$ cat config.mk
export PLATFORM = sky130hd
export DESIGN_NAME = noc_top
export DESIGN_NICKNAME = d
export VERILOG_FILES = /design/src/rtl/noc_top.sv
export SDC_FILE = /design/constraint.sdc
export NUM_CORES = 1
export LEC_CHECK = 0
export CORE_ASPECT_RATIO = 1.2
export CORE_MARGIN = 3
export CORE_UTILIZATION = 41
export DETAILED_ROUTE_END_ITERATION = 6
export SYNTH_ARGS = -nofsm -noshare
export SYNTH_HDL_FRONTEND = slang
export SYNTH_SLANG_ARGS = --single-unit
$ cat constraint.sdc
create_clock -name clk -period 12.55 [get_ports clk]
set_clock_uncertainty 0.2 [all_clocks]
set_input_delay 3.765 -clock clk [delete_from_list [all_inputs] [get_ports clk]]
set_output_delay 3.765 -clock clk [all_outputs]
set_load 0.02 [all_outputs]
$ cat src/rtl/noc_top.sv
// noc_top: five-port packet switch (mem, pe0, pe1, pe2, adder).
//
// Each input port has a 1-deep buffer. Each output port has a 1-deep
// register. A buffered packet goes to the output whose node address matches
// the destination field. Contention for an output is resolved round-robin,
// in the index order mem, pe0, pe1, pe2, adder. A packet is dropped when its
// destination is not a node address, or when it names its own entry port.
//
// Ports (p in mem, pe0, pe1, pe2, adder):
//   clk, reset_n        single clock; synchronous, active-low reset
//   p_in_valid/ready    input handshake; ready = live && buffer empty
//   p_in_data           packet {sel, dest[2:0], src[2:0], data[39:0]}
//   p_out_valid/ready   output handshake; data and valid hold while stalled
//   p_out_data          delivered packet, bit-for-bit unchanged
//   err_o, err_cnt      drop pulse and saturating drop count; these ports
//                       exist only when NOC_DEST_ERR_EN is defined
// FL and BL are timing annotations only and do not change cycle behaviour.

module noc_top #(
  parameter int WIDTH      = 47,
  parameter int ADDR_WIDTH = 3,
  parameter int FL         = 2,
  parameter int BL         = 1
) (
  input  logic             clk,
  input  logic             reset_n,
  input  logic             mem_in_valid,
  output logic             mem_in_ready,
  input  logic [WIDTH-1:0] mem_in_data,
  output logic             mem_out_valid,
  input  logic             mem_out_ready,
  output logic [WIDTH-1:0] mem_out_data,
  input  logic             pe0_in_valid,
  output logic             pe0_in_ready,
  input  logic [WIDTH-1:0] pe0_in_data,
  output logic             pe0_out_valid,
  input  logic             pe0_out_ready,
  output logic [WIDTH-1:0] pe0_out_data,
  input  logic             pe1_in_valid,
  output logic             pe1_in_ready,
  input  logic [WIDTH-1:0] pe1_in_data,
  output logic             pe1_out_valid,
  input  logic             pe1_out_ready,
  output logic [WIDTH-1:0] pe1_out_data,
  input  logic             pe2_in_valid,
  output logic             pe2_in_ready,
  input  logic [WIDTH-1:0] pe2_in_data,
  output logic             pe2_out_valid,
  input  logic             pe2_out_ready,
  output logic [WIDTH-1:0] pe2_out_data,
  input  logic             adder_in_valid,
  output logic             adder_in_ready,
  input  logic [WIDTH-1:0] adder_in_data,
  output logic             adder_out_valid,
  input  logic             adder_out_ready,
  output logic [WIDTH-1:0] adder_out_data
`ifdef NOC_DEST_ERR_EN
  ,
  output logic             err_o,
  output logic [7:0]       err_cnt
`endif
);

  localparam int unsigned NP       = 5;
  localparam int unsigned DEST_LSB = WIDTH - 1 - ADDR_WIDTH;

  typedef enum logic [2:0] {
    NODE_PE2   = 3'b000,
    NODE_PE1   = 3'b001,
    NODE_PE0   = 3'b011,
    NODE_ADDER = 3'b100,
    NODE_MEM   = 3'b110
  } node_e;

  // Timing annotations are accepted but have no cycle-level meaning.
  if (FL < 0 || BL < 0) begin : g_bad_timing_annotation
  end

  function automatic logic [ADDR_WIDTH-1:0] node_addr(input int unsigned idx);
    case (idx)
      0:       node_addr = ADDR_WIDTH'(NODE_MEM);
      1:       node_addr = ADDR_WIDTH'(NODE_PE0);
      2:       node_addr = ADDR_WIDTH'(NODE_PE1);
      3:       node_addr = ADDR_WIDTH'(NODE_PE2);
      default: node_addr = ADDR_WIDTH'(NODE_ADDER);
    endcase
  endfunction

  function automatic logic dest_known(input logic [ADDR_WIDTH-1:0] d);
    dest_known = 1'b0;
    for (int unsigned k = 0; k < NP; k++) begin
      if (d == node_addr(k)) dest_known = 1'b1;
    end
  endfunction

  logic                  live;
  logic [NP-1:0]         in_valid, in_ready_w, out_ready, out_valid_q;
  logic [NP-1:0]         full, drop, free_w, grant_vld;
  logic [WIDTH-1:0]      in_data    [NP];
  logic [WIDTH-1:0]      in_buf     [NP];
  logic [WIDTH-1:0]      out_data_q [NP];
  logic [ADDR_WIDTH-1:0] dest       [NP];
  logic [NP-1:0]         req        [NP];  // req[output][input]
  logic [2:0]            grant_idx  [NP];
  logic [2:0]            ptr        [NP];

  assign in_valid  = {adder_in_valid, pe2_in_valid, pe1_in_valid, pe0_in_valid, mem_in_valid};
  assign out_ready = {adder_out_ready, pe2_out_ready, pe1_out_ready, pe0_out_ready, mem_out_ready};
  assign in_data[0] = mem_in_data;
  assign in_data[1] = pe0_in_data;
  assign in_data[2] = pe1_in_data;
  assign in_data[3] = pe2_in_data;
  assign in_data[4] = adder_in_data;

  // live keeps in_ready low through reset and raises it one edge after release.
  assign in_ready_w = {NP{live}} & ~full;

  assign {adder_in_ready, pe2_in_ready, pe1_in_ready, pe0_in_ready, mem_in_ready} = in_ready_w;
  assign {adder_out_valid, pe2_out_valid, pe1_out_valid, pe0_out_valid, mem_out_valid} = out_valid_q;
  assign mem_out_data   = out_data_q[0];
  assign pe0_out_data   = out_data_q[1];
  assign pe1_out_data   = out_data_q[2];
  assign pe2_out_data   = out_data_q[3];
  assign adder_out_data = out_data_q[4];

  // Route decode: a self-addressed or unknown destination is a drop, never a request.
  always_comb begin
    drop = '0;
    for (int unsigned o = 0; o < NP; o++) req[o] = '0;
    for (int unsigned i = 0; i < NP; i++) begin
      dest[i] = in_buf[i][DEST_LSB +: ADDR_WIDTH];
      if (full[i]) begin
        if (!dest_known(dest[i]) || dest[i] == node_addr(i)) begin
          drop[i] = 1'b1;
        end else begin
          for (int unsigned o = 0; o < NP; o++) begin
            if (dest[i] == node_addr(o)) req[o][i] = 1'b1;
          end
        end
      end
    end
  end

  // Per-output round-robin search starting at ptr; first requester wins.
  always_comb begin
    int unsigned idx;
    idx       = 0;
    grant_vld = '0;
    for (int unsigned o = 0; o < NP; o++) begin
      grant_idx[o] = '0;
      for (int unsigned k = 0; k < NP; k++) begin
        idx = (32'(ptr[o]) + k) % NP;
        if ((!out_valid_q[o] || out_ready[o]) && !grant_vld[o] && req[o][idx]) begin
          grant_vld[o] = 1'b1;
          grant_idx[o] = 3'(idx);
        end
      end
    end
  end

  always_comb begin
    free_w = drop;
    for (int unsigned i = 0; i < NP; i++) begin
      for (int unsigned o = 0; o < NP; o++) begin
        if (grant_vld[o] && grant_idx[o] == 3'(i)) free_w[i] = 1'b1;
      end
    end
  end

  always_ff @(posedge clk) begin
    if (!reset_n) begin
      live        <= 1'b0;
      full        <= '0;
      out_valid_q <= '0;
      for (int unsigned i = 0; i < NP; i++) begin
        in_buf[i]     <= '0;
        out_data_q[i] <= '0;
        ptr[i]        <= '0;
      end
    end else begin
      live <= 1'b1;
      for (int unsigned i = 0; i < NP; i++) begin
        if (in_valid[i] && in_ready_w[i]) begin
          full[i]   <= 1'b1;
          in_buf[i] <= in_data[i];
        end else if (free_w[i]) begin
          full[i] <= 1'b0;
        end
      end
      for (int unsigned o = 0; o < NP; o++) begin
        if (grant_vld[o]) begin
          out_valid_q[o] <= 1'b1;
          out_data_q[o]  <= in_buf[grant_idx[o]];
          ptr[o]         <= (grant_idx[o] == 3'(NP - 1)) ? '0 : grant_idx[o] + 3'd1;
        end else if (out_ready[o]) begin
          out_valid_q[o] <= 1'b0;
        end
      end
    end
  end

`ifdef NOC_DEST_ERR_EN
  logic [3:0] drop_cnt;
  logic [8:0] cnt_sum;

  always_comb begin
    drop_cnt = '0;
    for (int unsigned i = 0; i < NP; i++) drop_cnt = drop_cnt + 4'(drop[i]);
    cnt_sum = {1'b0, err_cnt} + 9'(drop_cnt);
  end

  always_ff @(posedge clk) begin
    if (!reset_n) begin
      err_o   <= 1'b0;
      err_cnt <= '0;
    end else begin
      err_o   <= |drop;
      err_cnt <= cnt_sum[8] ? '1 : cnt_sum[7:0];
    end
  end
`endif

endmodule

==> flow_summary.toml <==
[flow_run]
maxCapViolCount = 0

[finish]
area_growth_pct = 23.7
drive_above_1_share_pct = 6.56
layout_commonest_cell = "clkdlybuf4s50_1"
layout_common_cells = "clkdlybuf4s50_1 (491), edfxtp_1 (485), mux2i_1 (355)"
nets = 3719
layout.cells.non_filler = 4402

[setup_path]
critPathRequiredTime_ns = 12.66
r2r_cells = 24
worst_path_max_delay_cell = "o41ai_2"
startpoint_type = "flop"
crit_buf_inv = 7
critPathLaunch = "ptr[0][0]"
crit_type = "flop to flop"
crit_fanout = 56
worstPathArrival_ns = 8.79
end_kind = "flop"
max_stage_delay_ns = 0.76
path_depth = 24
r2r_start = "ptr[0][0]"
cpLargestDelayFamily = "compound AO/OA/AOI/OAI gates"
crit_chain = "buf_4, inv_1, ha_1, inv_1, ha_1, inv_1, ha_1, nor3_1, o21ai_0, nand2_1, ha_1, inv_1, o21ai_0, o32ai_2, a211o_1, a211oi_1, o211ai_1, o41ai_2, nand3_1, o21ai_4, buf_4, or3_2, buf_4, o221ai_1"

[timing]
relSlewSlack_pct = 15.5
max_freq_ghz = 0.115
setup_slack_ns = 3.87
setup_viol = 0
final.setup.tns_ns = 0
maxSlewViolCount = 0
finalHoldViolCount = 0
period_needed_ns = 8.68
period_share_pct = 69.1
worst_slew_pin_slew_ns = 1.27
rsz0062_at_grt = "no"

[floorplan]
die_w_um = 262
pin_count = 492
core_um2 = 77100
start_util_pct = 41.7
rows = 111
die-area_um2 = 81900
die_h_um = 313

[detailed_routing]
drc = 3
vias = 27500
ant_nets = 0
drtPass1Iterations = 7
drt_wl_total_um = 127000
via_per_inst = 6.24
wire_per_inst_um = 28.8
first_iter_violations = 2914

[synthesis]
synth_top_area_share_pct = 45.3
synth_flop_cell = "edfxtp_1"
synth.cell_area_um2 = 32200
synthCells = 2942
synthTopCellsByArea = "edfxtp_1 (45%), mux2i_1 (11%), ha_1 (5.2%), and2_1 (4.8%), nand2_1 (2.7%)"
async_flop_share_pct = 0
synth_largest_area_cell = "edfxtp_1"
synth_edf_count = 485
synthesis.nets = 3324
yosysUniqueCellTypes = 113
avgSynthCellArea_um2 = 10.9
ys_seq_area_share_pct = 46.0
ys_warn_count = 0
synth_seq_cells = 496

[cts]
post-cts-setup-buffers = 0
htree_levels = 2
cts_made_buffers = 54
clockBufferDepth = 3
cts_tree = "built"
clkSlewWorstSetupHoldPaths_ns = 0.07
cts_hold_buf = 0
clkLatencyLatePin_ns = 0.62
clkSinkCount = 496
cts_resized = 0
root_buffer = "clkbuf_16"

[grt]
grt_antenna_before_repair = 5
grt_max_degree = 118
grt_pass1_vias = 27800
overflow = 0
grt_pass1_wl_um = 184000
grt_util_all_layers_pct = 30.1

[place]
dp.cells = 4298
numPortBuffers = 491
gp_congestion = 0.932
post-dp-hpwl_um = 83400
dp_slack_ns = 3.65

[hold_path]
hold-path-cell-count = 2
hp-start = "in_buf[4][24]"
worstHoldPathType = "flop to flop"

[outcome]
outcome = "finished with violations"
violations = "DRC"
path summary, 6_finish.rpt:
path	to	slack, ns
worst min register to register	out_data_q[0][24]	0.45
worst min-delay path	out_data_q[0][24]	0.45
worst max register to register	out_data_q[0][3]	3.87
worst max-delay path	out_data_q[0][3]	3.87
registers in the layout, indices dropped and copies added (netlist names):
| register | count |
|---|---|
| in_buf | 235 |
| out_data_q | 235 |
| ptr | 15 |
| full | 5 |
| out_valid_q | 5 |
| live | 1 |
routing by layer:
| layer | share of wire, % | wire [µm] | track usage [%] |
|---|---|---|---|
| met5 | 0 | 0 | 0 |
| met3 | 8.3 | 10500 | 5.17 |
| met2 | 47 | 60000 | 49.5 |
| met1 | 39 | 49400 | 38.2 |
| met4 | 5.5 | 7000 | 14.8 |
kinds of logic (layout without fill, tap and decap cells):
kind of cell / Yosys count / in the layout / share of synthesized area (%)
simple gates: 908 / 908 / 15.4
compound gates: 693 / 693 / 15.9
flops: 496 / 496 / 46.0
mux: 375 / 375 / 11.9
buf+inv: 291 / 731 / 4.26
fa+ha+maj: 135 / 135 / 5.28
xor+xnor: 43 / 43 / 1.29
other cells: 1 / 4 / 0.0117
area by class of cell:
cell class / count / area, µm²
clock buffer: 60 / 1370
antenna: 3 / 7.51
inverter: 99 / 377
timing repair buffer: 531 / 5220
multi-input combinational: 2155 / 16200
clock inverter: 41 / 554
sequential: 496 / 14800
tap: 1017 / 1270
fill: 6867 / 37300
metrics by stage:
step	hold slack [ns]	utilization, %	instance area (µm²)
finish	0.445	51.6	39800
CTS	0.442	51.6	39800
global placement	0.408	49.1	37900
detailed placement	0.425	49.1	37900
global route	0.460	51.6	39800
floorplan	0.377	-	32200
synth_stat cells, types with 59 or more instances:
| cell | number |
|---|---|
| o22ai_1 | 67 |
| ha_1 | 134 |
| a31oi_1 | 62 |
| or3_1 | 59 |
| buf_2 | 63 |
| nand3_1 | 74 |
| inv_1 | 89 |
| edfxtp_1 | 485 |
| and2_1 | 247 |
| nand2_1 | 229 |
| nor2_1 | 83 |
| clkbuf_1 | 83 |
| mux2i_1 | 356 |
| a21oi_1 | 67 |
| o21ai_0 | 91 |
worst register-to-register path, cell delays in order (launching register included):
cell and delay (ns):
edfxtp_1 0.36, buf_4 0.25, inv_1 0.45, ha_1 0.43, inv_1 0.15, ha_1 0.35
inv_1 0.09, ha_1 0.20, nor3_1 0.50, o21ai_0 0.33, nand2_1 0.19, ha_1 0.21
inv_1 0.05, o21ai_0 0.28, o32ai_2 0.18, a211o_1 0.30, a211oi_1 0.37, o211ai_1 0.22
o41ai_2 0.76, nand3_1 0.30, o21ai_4 0.20, buf_4 0.66, or3_2 0.48, buf_4 0.62
o221ai_1 0.27
Power is left out: the tool's default activity adds up to more than one toggle a clock period on the data nets, which glitch-free logic cannot reach.
